==> src/rtl/n64_pkg.sv <==
// Shared types and report layout for the N64 paddle tracker.
package n64_pkg;

  typedef enum logic [1:0] {IDLE, POLL, WAIT, UPDATE} trackState_t;

  localparam int BTN_BASE = 0;
  localparam int X_MSB    = 16;
  localparam int Y_MSB    = 24;
  localparam int REPORT_W = 34;

  // Declared MSB first, so a is bit 0 and cr is bit 15.
  typedef struct packed {
    logic cr, cl, cd, cu, r, l, rsv1, rsv0;
    logic dr, dl, dd, du, start, z, b, a;
  } btn_t;

  // Axis bytes arrive MSB first, so the lowest report index is the sign bit.
  function automatic logic [7:0] revByte(input logic [7:0] b);
    logic [7:0] r;
    for (int i = 0; i < 8; i++) r[i] = b[7-i];
    return r;
  endfunction

endpackage

==> src/rtl/n64_paddle_integrator.sv <==
// Next paddle position from stick Y: deadzone, shift, clamp, Start recentre.
// Optional D-pad nudging inside the deadzone when N64_PADDLE_DPAD_EN is defined.
module n64_paddle_integrator import n64_pkg::*; #(
  parameter int DEADZONE    = 8,
  parameter int SPEED_SHIFT = 3,
  parameter int PADDLE_MIN  = 0,
  parameter int PADDLE_MAX  = 400,
  parameter int PADDLE_INIT = 200,
  parameter int DPAD_STEP   = 2
) (
  input  logic [9:0]        curPos,
  input  logic signed [7:0] stickY,
  input  btn_t              btn,
  output logic [9:0]        nextPos
);

  logic [8:0]        mag, step;
  logic signed [10:0] sum;
  logic              unusedBtn;

  assign unusedBtn = ^{btn, 10'(DPAD_STEP)};

  always_comb begin
    // 9-bit magnitude so -128 maps to 128 rather than wrapping.
    mag  = stickY[7] ? (9'd0 - {1'b1, stickY}) : {1'b0, stickY};
    step = (mag - 9'(DEADZONE)) >> SPEED_SHIFT;
    if (step == '0) step = 9'd1;
    sum = signed'({1'b0, curPos});
    if (mag > 9'(DEADZONE))
      sum = stickY[7] ? sum + signed'({2'b0, step}) : sum - signed'({2'b0, step});
`ifdef N64_PADDLE_DPAD_EN
    else if (btn.du != btn.dd)
      sum = btn.du ? sum - 11'(DPAD_STEP) : sum + 11'(DPAD_STEP);
`endif
    if (btn.start)                  nextPos = 10'(PADDLE_INIT);
    else if (int'(sum) < PADDLE_MIN) nextPos = 10'(PADDLE_MIN);
    else if (int'(sum) > PADDLE_MAX) nextPos = 10'(PADDLE_MAX);
    else                            nextPos = sum[9:0];
  end

endmodule

==> src/rtl/n64_paddle_tracker.sv <==
// Polls the N64 receiver, decodes reports and integrates stick Y into a paddle position.
// Optional D-pad movement: define N64_PADDLE_DPAD_EN.
module n64_paddle_tracker import n64_pkg::*; #(
  parameter int POLL_PERIOD    = 166667,
  parameter int TIMEOUT_CYCLES = 20000,
  parameter int DEADZONE       = 8,
  parameter int SPEED_SHIFT    = 3,
  parameter int PADDLE_MIN     = 0,
  parameter int PADDLE_MAX     = 400,
  parameter int PADDLE_INIT    = 200,
  parameter int DPAD_STEP      = 2
) (
  input  logic                clk,
  input  logic                rst_n,
  input  logic                enable,
  input  logic [REPORT_W-1:0] data,
  input  logic                readValid,
  output logic                start,
  output logic [15:0]         buttons,
  output logic signed [7:0]   stickX,
  output logic signed [7:0]   stickY,
  output logic [9:0]          paddlePos,
  output logic                updateValid,
  output logic                linkUp,
  output logic [3:0]          missCount
);

  localparam int PW = $clog2(POLL_PERIOD + 1);
  localparam int TW = $clog2(TIMEOUT_CYCLES + 1);

  trackState_t       state;
  logic [PW-1:0]     periodCnt;
  logic [TW-1:0]     toCnt;
  logic              rvPrev, tick;
  logic [31:0]       report;
  logic signed [7:0] rptY;
  btn_t              rptBtn;
  logic [9:0]        nextPos;
  logic              unusedBits;

  assign tick       = (periodCnt == PW'(POLL_PERIOD - 1));
  assign rptY       = signed'(revByte(report[Y_MSB +: 8]));
  assign rptBtn     = btn_t'(report[BTN_BASE +: 16]);
  assign unusedBits = ^data[REPORT_W-1:32];

  n64_paddle_integrator #(
    .DEADZONE(DEADZONE), .SPEED_SHIFT(SPEED_SHIFT), .PADDLE_MIN(PADDLE_MIN),
    .PADDLE_MAX(PADDLE_MAX), .PADDLE_INIT(PADDLE_INIT), .DPAD_STEP(DPAD_STEP)
  ) uInteg (
    .curPos(paddlePos), .stickY(rptY), .btn(rptBtn), .nextPos(nextPos)
  );

  always_ff @(posedge clk or negedge rst_n) begin
    if (!rst_n) begin
      state       <= IDLE;
      periodCnt   <= '0;
      toCnt       <= '0;
      rvPrev      <= 1'b0;
      report      <= '0;
      start       <= 1'b0;
      buttons     <= '0;
      stickX      <= '0;
      stickY      <= '0;
      paddlePos   <= 10'(PADDLE_INIT);
      updateValid <= 1'b0;
      linkUp      <= 1'b0;
      missCount   <= '0;
    end else begin
      rvPrev      <= readValid;
      periodCnt   <= tick ? '0 : periodCnt + 1'b1;
      start       <= 1'b0;
      updateValid <= 1'b0;
      case (state)
        IDLE: if (tick && enable) begin
          state <= POLL;
          start <= 1'b1;
        end
        POLL: begin
          state <= WAIT;
          toCnt <= '0;
        end
        // A report edge beats a timeout landing in the same cycle.
        WAIT: if (readValid && !rvPrev) begin
          report <= data[31:0];
          state  <= UPDATE;
        end else if (toCnt == TW'(TIMEOUT_CYCLES - 1)) begin
          state     <= IDLE;
          missCount <= (missCount == 4'd15) ? 4'd15 : missCount + 4'd1;
          if (missCount >= 4'd2) linkUp <= 1'b0;
        end else begin
          toCnt <= toCnt + 1'b1;
        end
        UPDATE: begin
          state       <= IDLE;
          buttons     <= report[BTN_BASE +: 16];
          stickX      <= signed'(revByte(report[X_MSB +: 8]));
          stickY      <= rptY;
          paddlePos   <= nextPos;
          updateValid <= 1'b1;
          linkUp      <= 1'b1;
          missCount   <= '0;
        end
        default: state <= IDLE;
      endcase
    end
  end

endmodule
==> config.mk <==
export PLATFORM = sky130hd
export DESIGN_NAME = n64_paddle_tracker
export DESIGN_NICKNAME = d
export VERILOG_FILES = /design/src/rtl/n64_pkg.sv /design/src/rtl/n64_paddle_integrator.sv /design/src/rtl/n64_paddle_tracker.sv
export SDC_FILE = /design/constraint.sdc
export NUM_CORES = 1
export LEC_CHECK = 0
export ABC_AREA = 1
export CAP_MARGIN = 20
export CORE_UTILIZATION = 55
export DETAILED_ROUTE_END_ITERATION = 8
export PLACE_DENSITY = 0.76
export SKIP_CTS_REPAIR_TIMING = 1
export SLEW_MARGIN = 10
export SYNTH_ARGS = -nofsm -noshare
export SYNTH_HDL_FRONTEND = slang
export SYNTH_SLANG_ARGS = --single-unit
==> constraint.sdc <==
create_clock -name clk -period 5.3 [get_ports clk]
set_clock_uncertainty 0.05 [all_clocks]
set_input_delay 1.06 -clock clk [delete_from_list [all_inputs] [get_ports clk]]
set_output_delay 1.06 -clock clk [all_outputs]
set_load 0.05 [all_outputs]
==> results.ini, run 1 <==
[run_status]
status = finished, final reports clean

[critical_path]
reg2reg_slack_ns = 0.62
required_ns = 5.55
critPathKind = reg2reg
crit_slowest_cell = fa_1
path_common_cell = nand2_1
slowest_delay_ns = 0.48
endpoint_kind = register
start_kind = register
cp.arrival_ns = 4.92
critPathMaxFanout = 5

[final_layout]
final_util = 0.719
n_fill_cell = 840
final-seq-area_um2 = 2930
fin_nets = 908
final_layout_size_suffix_gt1_frac = 0.112
multi_input_area_um2 = 2780
area.growth.synth_to_final_pct = 26.6
final_cells = 1004

[sta]
drv_slew = 0
finalHoldViolations = 0
fin_crit_sh = 0.882
clock.fmax_mhz = 214
worst_slew_pin_slew_ns = 0.971
finalSetupTns_ns = 0
rsz0062_at_grt = false
fin_crit_ns = 4.68
relSlewSlack = 0.352
setup_viol_count_final = 0

[synthesis]
synthTopCellsByArea = dfrtp_1, nand2_1, o21ai_0
synthXorXnorAreaFrac = 0.0226
netlist_area_um2 = 6210
ys_seq_area_frac = 0.472
synth-compound-area-share = 0.124
ys_async_sr_fraction = 1.00
ys_warn_count = 0
synthDistinctLibCells = 46
synthTopCellsByCount = nand2_1, dfrtp_1, inv_1, o21ai_0, nor2_1
synth_top_family_by_area = simple AND/OR/NAND/NOR gates
synth_cells = 760
synth_top_cell_area_share = 0.459
synth-edff-count = 0
synth_seq_cells = 117
ys.flop_type = dfrtp_1
yosys.area.top_type = dfrtp_1
synthAdderAreaFrac = 0.0415
synth_simple_gate_area_frac = 0.258
syn-num-nets = 818
synth_area_per_cell_um2 = 8.18
yosysMostFrequentCell = nand2_1
synthMuxAreaShare = 0

[floorplan]
die_width_um = 108
ios = 87
core_um2 = 10900
dieArea_um2 = 11700
start_util = 0.568
fp.dieH_um = 108
num_rows = 38

[run]
drv_cap = 0

[routing]
drtIter0Drc = 317
avgViaCountPerCell = 5.30
wl_per_cell_um = 14.0
ant_nets = 0
finalWirelength_mm = 14.0
drc = 0
first_pass_iters = 7
vias = 5324

[global_route]
grt_pass1_wl_mm = 24.1
grt_pass1_vias = 5289
antenna_found_initial = 1
grt_max_degree = 79
grt_overflow = 0
grt_usage = 0.267

[clock_tree]
numClockSinks = 117
clkLatencyLatePin_ns = 0.42
numCtsBuffers = 17
cts_tree = built
cts-htree-levels = 4
ctsRootBufferMaster = clkbuf_16
clockBufferDepth = 2
path_clk_slew_ns = 0.05

[placed_design]
dp_cells = 971
hpwl_mm = 9.57
globalplace.congestion = 0.904
portBuffers = 84

[worst_hold_path]
hp-class = reg2reg

## worst max-delay path, delay by kind of cell (launching register included)
family / cells / cell delay (ns)
AOI/OAI and AO/OA: 3 / 0.59
adders and majority gates: 4 / 1.31
buffers and inverters: 4 / 0.37
DFF: 1 / 0.37
and+or+nand+nor: 19 / 1.89
## final cells by class
class	count	share of cell area
tap	140	0.0223
clock buffer	18	0.0558
sequential	117	0.373
timing repair buffer	87	0.109
multi-input combinational	514	0.353
inverter	113	0.0539
clock inverter	14	0.0323
antenna	1	0.000318
## stage by stage
| step | worst slack (ns) | hold slack [ns] | cell area, um2 |
|---|---|---|---|
| floorplan | 1.35 | 0.392 | 6210 |
| global placement | 0.972 | 0.405 | 7170 |
| detailed placement | 0.687 | 0.412 | 7170 |
| CTS | 0.640 | 0.426 | 7870 |
| global route | 0.223 | 0.460 | 7870 |
| finish | 0.624 | 0.421 | 7870 |
## placed cells by master, fill, tap and decap left out, types with 2 or more instances in the layout
master,n
a31oi_1,4
nor3_2,2
o21ai_0,81
inv_2,9
dfstp_2,3
clkbuf_16,17
bufinv_16,7
nor2_2,5
nand3_1,29
nand3_4,3
xnor2_1,4
a22o_1,2
nor4_1,9
dfrtp_1,114
inv_1,103
clkinvlp_4,2
xor2_1,12
nor3_1,9
o41ai_1,2
o211ai_1,2
nand3b_1,3
nand3_2,5
nand2_1,188
clkdlybuf4s50_1,83
buf_4,4
a21oi_1,30
nor2_4,5
nand2_4,3
nand4_1,9
nand2_2,17
nor2_1,49
clkinv_2,4
o21ai_2,5
ha_1,19
o21ai_1,4
o31ai_1,2
## flip-flops by register name, summed over array words and instances, names as in the netlist, 2 cells and up
register,flops
paddlePos,10
state,2
buttons,16
stickX,8
periodCnt,18
toCnt,15
stickY,8
report,32
missCount,4
## path summary, 6_finish.rpt
path / from / endpoint / cells after the start
hold / removal: linkUp / linkUp / 2
setup reg to reg: report[31] / paddlePos[8] / 30
hold reg to reg: linkUp / linkUp / 2
setup / recovery: report[31] / paddlePos[8] / 30
max in group asynchronous: rst_n / paddlePos[3] / 2
min in group asynchronous: rst_n / toCnt[9] / 1
## cells by family (layout without fill, tap and decap cells)
family,Yosys count,after routing
DFF,117,117
xor gates and xnor gates,16,16
other,0,1
adders and majority gates,20,20
buffers and inverters,129,232
AOI/OAI and AO/OA,138,138
and+or+nand+nor,340,340
## metal layers
metal | GRT usage | up-vias | wire length, um
met1 | 0.323 | 2514 | 5940
met2 | 0.439 | 143 | 6890
met4 | 0.0907 | 2 | 219
met3 | 0.101 | 24 | 979
li1 | - | 2641 | -
met5 | 0 | - | 11
Power of run 1 is not shown: default switching activity piles up to over one toggle a cycle in this logic, so the estimate is an artifact.
==> inputs of run 2 (changes only) <==
--- a/config.mk
+++ b/config.mk
@@ -9,7 +9,7 @@
 export CAP_MARGIN = 20
 export CORE_UTILIZATION = 55
 export DETAILED_ROUTE_END_ITERATION = 8
-export PLACE_DENSITY = 0.76
+export PLACE_DENSITY = 0.79
 export SKIP_CTS_REPAIR_TIMING = 1
 export SLEW_MARGIN = 10
 export SYNTH_ARGS = -nofsm -noshare
==> run 2 against run 1 <==
Compared with the run above: wire length down 0.30%; core utilization decreased by 0.74 points; die area unchanged; clock-buffer cell count is 2 higher; cell count did not move; setup slack improved by 0.10 ns; maximum frequency is 2.2% higher.
==> results.ini, run 2 (synthesis results as in run 1) <==
[final_layout]
fin_nets = 909
largest_reg_flops = 32
area.growth.synth_to_final_pct = 25.3
final_area_um2 = 7790
diodes = 0
layout_commonest_cell = nand2_1
reg.largest.list = report: 32 flops, periodCnt: 18 flops, buttons: 16 flops
top_register = report
final_layout_size_suffix_gt1_frac = 0.112
layout_common_cells = nand2_1, dfrtp_1, inv_1
final_util = 0.712
n_fill_cell = 851

[floorplan]
num_rows = 38
start_util = 0.568
ios = 87
die_width_um = 108
fp.dieH_um = 108
dieArea_um2 = 11700
core_um2 = 10900

[critical_path]
path_common_cell = nand2_1
required_ns = 5.55
start_kind = register
critical_path.top_delay_family = simple AND/OR/NAND/NOR gates
reg2reg_slack_ns = 0.72
reg2regPathDepth = 30
critPathMaxFanout = 5
endpoint_kind = register
crit_slowest_cell = fa_1
critPathKind = reg2reg
rr_endpoint = paddlePos[8]
path_buf_inv = 4
slowest_delay_ns = 0.47
cp.arrival_ns = 4.83
r2r_start = report[31]

[routing]
drc = 0
finalWirelength_mm = 14.0
drtIter0Drc = 277
first_pass_iters = 5
ant_nets = 0
avgViaCountPerCell = 5.37
wl_per_cell_um = 13.9
vias = 5387

[global_route]
grt_usage = 0.262
grt_pass1_wl_mm = 23.7
antenna_found_initial = 0
grt_max_degree = 85
grt_overflow = 0
grt_pass1_vias = 5254

[placed_design]
pre_cts_ws_ns = 0.741
hpwl_mm = 9.76
placed_cell_area_um2 = 7170
portBuffers = 84
globalplace.congestion = 0.867

[sta]
clock.fmax_mhz = 219
setup_viol_count_final = 0
fin_crit_sh = 0.863
rsz0062_at_grt = false
worst_slew_pin_slew_ns = 0.670
finalSetupTns_ns = 0
finalHoldViolations = 0
relSlewSlack = 0.553
timing.final.ws_setup_ns = 0.725
drv_slew = 0
fin_crit_ns = 4.58

[clock_tree]
path_clk_slew_ns = 0.06
numClockSinks = 117
cts_tree = built
ctsRootBufferMaster = clkbuf_16
clkLatencyLatePin_ns = 0.42
numCtsBuffers = 17
cts-htree-levels = 4
clockBufferDepth = 2

[run_status]
status = finished, final reports clean

[worst_hold_path]
hp-class = reg2reg
hp-start = report[14]
min_path_cells = 2
whs_endpoint = buttons[14]

[run]
drv_cap = 0

## run 2: final cells by class
cell class                 instances  area, um2  share of cell area
timing repair buffer              88        888               0.114
tap                              140        175              0.0225
sequential                       117       2930               0.377
multi-input combinational        514       2780               0.357
inverter                         113        424              0.0545
clock inverter                    12        130              0.0167
clock buffer                      20        457              0.0587
## run 2: routing by layer
| metal | vias to the layer above | part of all wire | GRT usage |
|---|---|---|---|
| li1 | 2630 | - | - |
| met1 | 2563 | 0.43 | 0.320 |
| met2 | 170 | 0.49 | 0.427 |
| met3 | 24 | 0.067 | 0.0922 |
| met4 | 0 | 0.019 | 0.0985 |
| met5 | - | 0 | 0 |
## run 2: how the worst max path moves through the flow
| stage | startpoint | to | slack (ns) | cells past startpoint |
|---|---|---|---|---|
| final | report[31] | paddlePos[8] | 0.72 | 30 |
| after global routing | report[31] | paddlePos[0] | 0.34 | 35 |
| after CTS | report[31] | paddlePos[8] | 0.71 | 30 |
| after detailed placement | report[31] | paddlePos[8] | 0.74 | 30 |
| after global placement | report[31] | paddlePos[8] | 0.93 | 30 |
| after floorplan | report[31] | paddlePos[8] | 1.35 | 30 |
## run 2: tightest hold or removal path: stages (launching register included)
cell     delay, ns
dfrtp_1       0.34
nand2_1       0.05
nand2_1       0.05
## run 2: through the flow
stage | std cells | hold slack (ns)
detailed placement | 971 | 0.403
global route | 1004 | 0.425
finish | 1004 | 0.417
global placement | 971 | 0.403
floorplan | 760 | 0.392
CTS | 1003 | 0.414
Power of run 2 is left out for the same reason.
